File: src/rtl/cpu_pkg.sv
// Shared CPU definitions: datapath width defaults, load-type encodings
// and the MEM->WB stage occupancy states.
package cpu_pkg;

  localparam int unsigned CPU_DATA_W     = 32;
  localparam int unsigned CPU_REG_ADDR_W = 5;

  typedef enum logic [2:0] {
    LOAD_LW  = 3'b000,
    LOAD_LB  = 3'b001,
    LOAD_LBU = 3'b010,
    LOAD_LH  = 3'b011,
    LOAD_LHU = 3'b100
  } load_type_e;

  typedef enum logic [1:0] {
    OCC_EMPTY = 2'b00,
    OCC_MAIN  = 2'b01,
    OCC_FULL  = 2'b10
  } occ_e;

endpackage

File: src/rtl/load_extend.sv
// Combinational load data extraction: picks the addressed byte/half from
// the raw memory word and sign- or zero-extends it.
module load_extend
  import cpu_pkg::*;
#(
  parameter int unsigned DATA_W = CPU_DATA_W
) (
  input  logic [DATA_W-1:0] data,
  input  logic [1:0]        addr_lo,
  input  logic [2:0]        load_type,
  output logic [DATA_W-1:0] ext
);

  logic [7:0]  byte_sel;
  logic [15:0] half_sel;

  always_comb begin
    byte_sel = '0;
    case (addr_lo)
      2'b00:   byte_sel = data[7:0];
      2'b01:   byte_sel = data[15:8];
      2'b10:   byte_sel = data[23:16];
      default: byte_sel = data[31:24];
    endcase
    // Half select ignores addr_lo[0]: misaligned halves are not trapped.
    half_sel = addr_lo[1] ? data[31:16] : data[15:0];
  end

  always_comb begin
    ext = data;
    case (load_type)
      LOAD_LB:  ext = {{(DATA_W-8){byte_sel[7]}}, byte_sel};
      LOAD_LBU: ext = {{(DATA_W-8){1'b0}}, byte_sel};
      LOAD_LH:  ext = {{(DATA_W-16){half_sel[15]}}, half_sel};
      LOAD_LHU: ext = {{(DATA_W-16){1'b0}}, half_sel};
      default:  ext = data;
    endcase
  end

endmodule

File: src/rtl/mem_wb_skid_stage.sv
// MEM->WB pipeline register with a 2-entry skid buffer, flush, load
// extension, write-back mux and a forwarding tap for the hazard unit.
module mem_wb_skid_stage
  import cpu_pkg::*;
#(
  parameter int unsigned DATA_W     = CPU_DATA_W,
  parameter int unsigned REG_ADDR_W = CPU_REG_ADDR_W
) (
  input  logic                  clk,
  input  logic                  rst,
  input  logic                  flush,
  input  logic                  in_valid,
  output logic                  in_ready,
  input  logic [DATA_W-1:0]     in_mem_data,
  input  logic [DATA_W-1:0]     in_alu_result,
  input  logic [REG_ADDR_W-1:0] in_reg_dest,
  input  logic                  in_reg_write,
  input  logic                  in_mem_to_reg,
  input  logic [2:0]            in_load_type,
  output logic                  out_valid,
  input  logic                  out_ready,
  output logic [DATA_W-1:0]     out_wb_data,
  output logic [REG_ADDR_W-1:0] out_reg_dest,
  output logic                  out_reg_write,
  output logic                  fwd_valid,
  output logic [REG_ADDR_W-1:0] fwd_reg_dest,
  output logic [DATA_W-1:0]     fwd_data
);

  typedef struct packed {
    logic [DATA_W-1:0]     mem_data;
    logic [DATA_W-1:0]     alu_result;
    logic [REG_ADDR_W-1:0] reg_dest;
    logic                  reg_write;
    logic                  mem_to_reg;
    logic [2:0]            load_type;
  } payload_t;

  occ_e     state, state_next;
  logic     in_ready_q;
  payload_t main_q, skid_q, in_payload;
  logic     main_valid, skid_valid;
  logic     accept, pop;
  logic     load_main_in, load_main_skid, load_skid;
  logic [DATA_W-1:0] load_word;

  assign in_payload = '{mem_data:   in_mem_data,
                        alu_result: in_alu_result,
                        reg_dest:   in_reg_dest,
                        reg_write:  in_reg_write,
                        mem_to_reg: in_mem_to_reg,
                        load_type:  in_load_type};

  assign accept = in_valid & in_ready_q;
  assign pop    = main_valid & out_ready;

  // in_ready is a flop fed from next-state, so out_ready never reaches it combinationally.
  always_ff @(posedge clk) begin
    if (rst) begin
      state      <= OCC_EMPTY;
      in_ready_q <= 1'b0;
    end else begin
      state      <= state_next;
      in_ready_q <= (state_next != OCC_FULL);
    end
  end

  always_comb begin
    state_next = state;
    if (flush) begin
      state_next = OCC_EMPTY;
    end else begin
      case (state)
        OCC_EMPTY: if (accept) state_next = OCC_MAIN;
        OCC_MAIN: begin
          if (pop && !accept)      state_next = OCC_EMPTY;
          else if (!pop && accept) state_next = OCC_FULL;
        end
        OCC_FULL:  if (pop) state_next = OCC_MAIN;
        default:   state_next = OCC_EMPTY;
      endcase
    end
  end

  always_comb begin
    main_valid     = (state != OCC_EMPTY);
    skid_valid     = (state == OCC_FULL);
    load_main_in   = 1'b0;
    load_main_skid = 1'b0;
    load_skid      = 1'b0;
    if (!flush) begin
      load_main_in   = accept & ((state == OCC_EMPTY) | ((state == OCC_MAIN) & pop));
      load_main_skid = (state == OCC_FULL) & pop;
      load_skid      = accept & (state == OCC_MAIN) & ~pop;
    end
  end

  always_ff @(posedge clk) begin
    if (rst) begin
      main_q <= '0;
      skid_q <= '0;
    end else begin
      if (load_main_in)        main_q <= in_payload;
      else if (load_main_skid) main_q <= skid_q;
      if (load_skid)           skid_q <= in_payload;
    end
  end

  load_extend #(
    .DATA_W (DATA_W)
  ) u_load_extend (
    .data      (main_q.mem_data),
    .addr_lo   (main_q.alu_result[1:0]),
    .load_type (main_q.load_type),
    .ext       (load_word)
  );

  assign in_ready      = in_ready_q;
  assign out_valid     = main_valid;
  assign out_wb_data   = main_q.mem_to_reg ? load_word : main_q.alu_result;
  assign out_reg_dest  = main_q.reg_dest;
  assign out_reg_write = main_valid & main_q.reg_write & (main_q.reg_dest != '0);
  assign fwd_valid     = out_reg_write;
  assign fwd_reg_dest  = out_reg_dest;
  assign fwd_data      = out_wb_data;

  // skid_valid is kept for readability of the occupancy decode.
  logic unused_skid_valid;
  assign unused_skid_valid = skid_valid;

endmodule

File: config.mk
export PLATFORM = sky130hd
export DESIGN_NAME = mem_wb_skid_stage
export DESIGN_NICKNAME = d
export VERILOG_FILES = /design/src/rtl/cpu_pkg.sv /design/src/rtl/load_extend.sv /design/src/rtl/mem_wb_skid_stage.sv
export SDC_FILE = /design/constraint.sdc
export NUM_CORES = 1
export LEC_CHECK = 0
export CAP_MARGIN = 20
export CORE_MARGIN = 2
export CORE_UTILIZATION = 47
export CTS_CLUSTER_DIAMETER = 50
export DETAILED_ROUTE_END_ITERATION = 10
export GPL_ROUTABILITY_DRIVEN = 0
export HOLD_SLACK_MARGIN = 0.02
export PLACE_DENSITY = 0.81
export RECOVER_POWER = 100
export SYNTH_ARGS = -nofsm -noshare
export SYNTH_HDL_FRONTEND = slang
export SYNTH_SLANG_ARGS = --single-unit
File: constraint.sdc
create_clock -name clk -period 2.43 [get_ports clk]
set_input_delay 0.486 -clock clk [delete_from_list [all_inputs] [get_ports clk]]
set_output_delay 0.486 -clock clk [all_outputs]
set_load 0.05 [all_outputs]
Word-level counts from Yosys, hierarchy flattened
Index checks and enable logic that the tools add are counted.
{"block": "word_totals", "mem_count": 0, "input_bits": 79, "romBits": 0, "mem_bits_rw": 0, "regBits": 151, "latchBits": 0}
{"block": "classes", "mul": 0, "addsub": 0, "bitwise": 11, "n_shift": 0, "eq_ne": 9, "div_mod_pow": 0, "reduce_logical": 9, "mux": 15, "magnitude_cmp": 0}
{"cell": "2-to-1 mux 74 bit", "n": 2}
{"cell": "case mux 32 bit (4 select lines)", "n": 1}
{"cell": "2-to-1 mux 32 bit", "n": 1}
{"cell": "case mux 8 bit (3 select lines)", "n": 1}
{"cell": "2-to-1 mux 16 bit", "n": 1}
{"cell": "2-to-1 mux 2 bit", "n": 5}
{"cell": "bitwise AND 1 bit", "n": 9}
{"cell": "== test 3 x 2 -> 1 bit (second input constant)", "n": 2}
{"cell": "case mux 2 bit (3 select lines)", "n": 1}
{"cell": "nonzero test 5 bit", "n": 1}
{"cell": "== test 2 x 1 -> 1 bit (second input constant)", "n": 2}
{"cell": "== test 2 bit (second input constant)", "n": 2}
{"cell": "zero test 2 bit", "n": 2}
{"cell": "nonzero test 2 bit", "n": 2}
{"cell": "== test 3 x 1 -> 1 bit (second input constant)", "n": 1}
{"cell": "== test 3 bit (second input constant)", "n": 1}
{"cell": "2-to-1 mux 1 bit", "n": 3}
{"cell": "logical AND 1 bit", "n": 2}
{"cell": "zero test 1 bit", "n": 2}
{"cell": "!= test 2 bit (second input constant)", "n": 1}
{"cell": "inverter 1 bit", "n": 1}
{"cell": "bitwise OR 1 bit", "n": 1}

Logic depth before layout (Yosys ltp)
{"block": "depth", "word_depth": 9, "ltp_mapped": 7, "mapped_depth_nobuf": 4}

Modules after synthesis
Synthesis repeated with hierarchy kept, for this count alone.
{"block": "unflattened", "hier_cells": 1040, "hier_area_um2": 8232.9}
{"mod": "mem_wb_skid_stage", "cells_each": 858, "seq_area_each_um2": 3022.9, "n_inst": 1, "area_each_um2": 6956.7}
{"mod": "load_extend", "cells_each": 182, "seq_area_each_um2": 0.0, "n_inst": 1, "area_each_um2": 1276.2}

Least setup slack after synthesis
No wires, ideal clock.
{"block": "synth_path", "path_kind": "reg2out", "start": "reg main_q[1] in the netlist's numbering", "end": "out out_wb_data[0]", "t_arrival_ps": 2829, "slack_ps": -885, "required_ps": 1944, "path_buffers": 2, "path_stages_with_launch": 7, "cell_sequence": "dfxtp_1 buf_4 or4b_1 o221ai_1 a211oi_1 a311oi_1 buf_4"}
{"block": "synth_via", "elab_chain_cells": 3, "word_cells_on_any_way": 6, "cone_classes": "4 x eq/ne; 2 x mux"}
{"element": "from (decl)", "line_no": "mem_wb_skid_stage.sv:41", "text": "payload_t main_q, skid_q, in_payload;"}
{"element": "from (signal assigned)", "line_no": "mem_wb_skid_stage.sv:103", "text": "if (load_main_in) main_q <= in_payload;"}
{"element": "from (signal assigned)", "line_no": "mem_wb_skid_stage.sv:104", "text": "else if (load_main_skid) main_q <= skid_q;"}
{"element": "== test 3 bit, or another cell as far along", "line_no": "load_extend.sv:31", "text": "case (load_type)"}
{"element": "case mux 32 bit (4 select lines) (*)", "line_no": "load_extend.sv:31"}
{"element": "2-to-1 mux 32 bit (*)", "line_no": "mem_wb_skid_stage.sv:120", "text": "assign out_wb_data = main_q.mem_to_reg ? load_word : main_q.alu_result;"}
{"element": "to (decl)", "line_no": "mem_wb_skid_stage.sv:22", "text": "output logic [DATA_W-1:0] out_wb_data,"}
Every way passes the cells marked *; elsewhere a longest branch is shown, timed or not.

Worst setup path in the final report
{"block": "layout_path", "start": "reg main_q[0] in the netlist's numbering", "end": "out fwd_data[5]"}
{"block": "layout_via", "elab_chain_cells": 3, "word_cells_on_any_way": 6, "cone_classes": "4 x eq/ne; 2 x mux"}
{"element": "== test 3 bit, or another cell as far along", "line_no": "load_extend.sv:31"}
{"element": "case mux 32 bit (4 select lines) (*)", "line_no": "load_extend.sv:31"}
{"element": "2-to-1 mux 32 bit (*)", "line_no": "mem_wb_skid_stage.sv:120"}
{"element": "to (decl)", "line_no": "mem_wb_skid_stage.sv:27", "text": "output logic [DATA_W-1:0] fwd_data"}
Marked as above.

==> results.md <==
- The flow ran to the end, but the final reports show violations.
- The final reports fail on negative setup slack.
- On the worst path, the slowest cell contributes a delay of 0.37 ns.
- The placed instance area is 9480 sq um.
- Clock latency on the worst-skew pair, taken at its later pin, is 0.43 ns.
- The power per cell area is 646 nW/um^2.
- The leading cell type in the layout, fill and taps excluded is sky130_fd_sc_hd__nand2_1.
- The floorplan step defined a die boundary enclosing 17000 sq um.
- CTS placed an instance of sky130_fd_sc_hd__clkbuf_16 at the clock tree root.
- The area growth from synthesis to layout is 41.1%.
- The register bit count reported by yosys is 151.
- The signal on the critical path passes through buf_4, xnor2_2, o21ai_1, buf_4, o21ai_1, a31oi_4, buf_4.
- The startpoint of the tightest hold check path is skid_q[55].
- The endpoint of the worst hold path is skid_q[55].
- The logic depth of the worst register-to-register path is 6.
- The total number of nets in the final design is 1102.
- The data arrival time of the worst path is 2.15 ns.
- The reg-to-reg setup timing slack is 0.15 ns.
- The TritonCTS clock tree is built.
- For this run, the leading register cell type out of synthesis is sky130_fd_sc_hd__dfxtp_1.
- The power after layout is 6870 uW.
- The final layout contains routed wiring with a total length of 24000 um.
- The total grt overflow is 0.
- Setup violations remaining at the end of the flow were counted as 65.
- The area of the mapped netlist is 7530 sq um.
- The max capacitance violation total is 0.
- Counting I/O delays and the setup requirement, the final critical path takes 2.63 ns.
- After detailed routing, the number of remaining DRC violations is 0.
- The routed wire length per instance is 19.2 um.
- The count of nets left with antenna violations once routing finished came out at 0.
- When the netlist entered floorplanning its net count stood at 984.
- The number of buffer and inverter instances along the worst setup path is 3.
- The worst register-to-register path begins at state[1].
- The via count of the first global-routing pass is 6410.
- In the layout the commonest cells are 176 x sky130_fd_sc_hd__nand2_1, 142 x sky130_fd_sc_hd__dfxtp_1, 115 x sky130_fd_sc_hd__nor2_1.
- In this design, the critical path's most frequently occurring cell is sky130_fd_sc_hd__buf_4.
- The number of antenna diodes in the final layout is 0.
- Before antenna repair, the detailed router went through 6 iterations.
- Counting instances, the worst hold path has a depth of 2.
- The initial antenna violation count was 0.
- Summing over every cut layer, the via total after detailed routing is 7214.
- The slowest stage of the critical path is the sky130_fd_sc_hd__dfxtp_4 cell.
- The count of flip-flops with a built-in enable after synthesis is 0.
- The post-route cell area is 10600 sq um.
- The number of buffers inserted for hold repair after clock tree synthesis is 0.
- The initialized floorplan defines 46 standard-cell rows.
- The critical path start-end classification is reg2out.
- The die is 131 um tall.
- The share of post-route cells with drive strength above 1 is 23.1%.
- The largest total area in the synthesized netlist belongs to sky130_fd_sc_hd__dfxtp_1.
- Timing would allow up to 0.380 GHz.
- The type of element launching the critical path is a flop.
- The pin slew with the least headroom to its limit is 0.791 ns.
- For this run, the register share of the synthesized area comes to 40.1%.
- In the post-route analysis, the smallest setup slack over all paths is -0.204 ns.
- The pin count of the biggest net entering global routing is 68.
- The number of port buffers is 156.
- The synthesized area divided by synthesized cell count is 8.32 sq um.
- The width of the die is 131 um.
- After synthesis, the netlist uses 52 different library cells.
- Sorting the synthesized cells by area gives the leading types as sky130_fd_sc_hd__dfxtp_1 40%, sky130_fd_sc_hd__mux2i_1 10%, sky130_fd_sc_hd__nand2_1 8.9%, sky130_fd_sc_hd__a211oi_1 7.5%, sky130_fd_sc_hd__nor2_1 5.7%.
- The critical-path maximum fanout is 6.
- The final hold violation count is 0.
- The final critical path takes up 108% of the cycle.
- The iteration-0 DRC count of the detailed router is 641.
- The CTS H-tree depth is 4.
- The CTS clock-pin slew for the worst setup and hold paths is 0.06 ns.
- The max-slew violation count is 0.
- For this run, the total global-route usage over all layers was measured as 26.0%.
- The area of the placeable core is 15800 sq um.
- Setup repair after global routing could not meet its margin everywhere.
- Data on the critical path is required at its endpoint by 1.94 ns.
- The number of clock sinks is 151.
- Across all hold checks on the routed design, the worst slack comes to 0.453 ns.
- The first global-routing pass estimated 34000 um of wire.
- In the synthesized netlist the async set-or-reset flop fraction comes to 0%.
- In the synthesized netlist, the number of instances is 905.
- The kind of cell with the highest combined delay along the critical path is buffers and inverters.
- After synthesis, the largest area contributor takes up 40.1% of total cell area.
- In the routed layout, each cell is associated on average with a via count of 5.76.
- The worst-case clock buffer depth is 2.
- In this run the tightest slew margin relative to its limit is 47.2%.
- The clock buffer count from CTS is 17.
- The synthesis warning total is 0.
- The worst-case clock skew is 0.00936 ns.
- Once the floorplan was initialized, standard cells occupied 47.7% of the core.
- The total I/O pin count is 157.
- IR analysis of the VDD net gives a maximum drop of 551 uV.
- The leakage dissipation is 0.00365 uW.
- The capture point of the worst reg-to-reg path is main_q[30].
- The worst setup path is captured at a primary output.
- Summed over all nets, the half-perimeter wirelength after detailed placement is 15700 um.
- The worst hold-check path type is reg2reg.
==> how the worst max path moves through the flow <==
stage,end,depth (start not counted),slack (ns),from
after floorplan,out_wb_data[16],6,-0.29,main_q[1]
after global placement,fwd_data[31],5,0.12,main_q[11]
after detailed placement,out_wb_data[31],5,0.11,main_q[11]
after CTS,fwd_data[11],6,-0.19,main_q[10]
after global routing,fwd_data[7],6,-0.27,main_q[2]
final,fwd_data[5],7,-0.20,main_q[0]
==> timing repair <==
item	in CTS	in global routing
endpoints found under the setup margin	64	64
setup buffers	3	11
cloned	0	1
pin swaps	10	10
resized for setup	80	30
==> layer usage <==
layer,global-route usage [%],wire [um]
met1,33.2,9580
met2,41.9,11400
met3,7.33,2220
met4,10.0,803
met5,0,0
==> cells in the mapped netlist (2+ instances only) <==
master / instances
sky130_fd_sc_hd__mux2_4: 2
sky130_fd_sc_hd__inv_1: 2
sky130_fd_sc_hd__mux4_1: 2
sky130_fd_sc_hd__buf_4: 52
sky130_fd_sc_hd__o211a_1: 2
sky130_fd_sc_hd__and4bb_2: 2
sky130_fd_sc_hd__dfxtp_1: 151
sky130_fd_sc_hd__nor2b_1: 6
sky130_fd_sc_hd__o21a_1: 2
sky130_fd_sc_hd__nand2_1: 179
sky130_fd_sc_hd__a211oi_1: 75
sky130_fd_sc_hd__mux2_2: 7
sky130_fd_sc_hd__xnor2_1: 2
sky130_fd_sc_hd__a221oi_1: 7
sky130_fd_sc_hd__buf_6: 5
sky130_fd_sc_hd__nand2b_1: 3
sky130_fd_sc_hd__or2_2: 2
sky130_fd_sc_hd__mux4_2: 5
sky130_fd_sc_hd__nor3_1: 2
sky130_fd_sc_hd__clkbuf_1: 28
sky130_fd_sc_hd__buf_2: 31
sky130_fd_sc_hd__mux2i_1: 77
sky130_fd_sc_hd__o21ai_0: 9
sky130_fd_sc_hd__nand3_1: 5
sky130_fd_sc_hd__a31oi_1: 24
sky130_fd_sc_hd__a22oi_1: 3
sky130_fd_sc_hd__a21oi_1: 77
sky130_fd_sc_hd__o211ai_1: 5
sky130_fd_sc_hd__nor2_1: 115
==> kinds of logic (layout without fill, tap and decap cells) <==
family / count (synthesis) / in the layout / share of synthesized area, %
AO/OA/AOI/OAI: 214 / 214 / 18.5
AND/OR/NAND/NOR: 325 / 325 / 17.5
buffers and inverters: 119 / 250 / 9.54
XOR/XNOR: 3 / 3 / 0.449
flip-flops: 151 / 151 / 40.1
multiplexers: 93 / 93 / 13.9
==> worst register-to-register path, cell delays in order, from the launching register on <==
cell and delay (ns):
sky130_fd_sc_hd__dfxtp_1 0.41, sky130_fd_sc_hd__nand2_1 0.12, sky130_fd_sc_hd__nor3_4 0.11, sky130_fd_sc_hd__clkbuf_2 0.63, sky130_fd_sc_hd__buf_6 0.36, sky130_fd_sc_hd__mux2i_1 0.16
sky130_fd_sc_hd__a211oi_1 0.38
==> stage by stage <==
stage | setup slack, ns | cells | TNS, ns | util [%]
2_1_floorplan | -0.285 | 905 | -4.33 | -
3_3_place_gp | 0.119 | 1207 | 0 | 60.1
3_5_place_dp | 0.109 | 1207 | 0 | 60.1
4_1_cts | -0.193 | 1240 | -7.76 | 65.8
5_1_grt | -0.267 | 1252 | -15.36 | 67.4
6_report | -0.204 | 1252 | -10.77 | 67.4
==> report_power, final <==
part	leakage (uW)	total [uW]	internal (uW)	switching (uW)
Combinational	0.00212	1490	594	894
Clock	0.000303	2750	1700	1050
Sequential	0.00123	2630	2550	80.4
Total	0.00365	6870	4840	2030
==> flip-flops by register name, indices dropped and copies added, names as in the netlist <==
signal / flops
state: 2
skid_q: 74
fwd_reg_dest: 5
in_ready: 1
main_q: 69
==> area by class of cell <==
cell class / count / area [sq um]
inverters: 2 / 7.51
flip-flops and latches: 151 / 3040
clock inverters: 11 / 148
repair buffers: 216 / 2330
well taps: 216 / 270
multi-input cells: 635 / 4360
clock buffers: 21 / 470
fillers: 1208 / 5140
No activity file was read; power rests on OpenSTA's default activity.
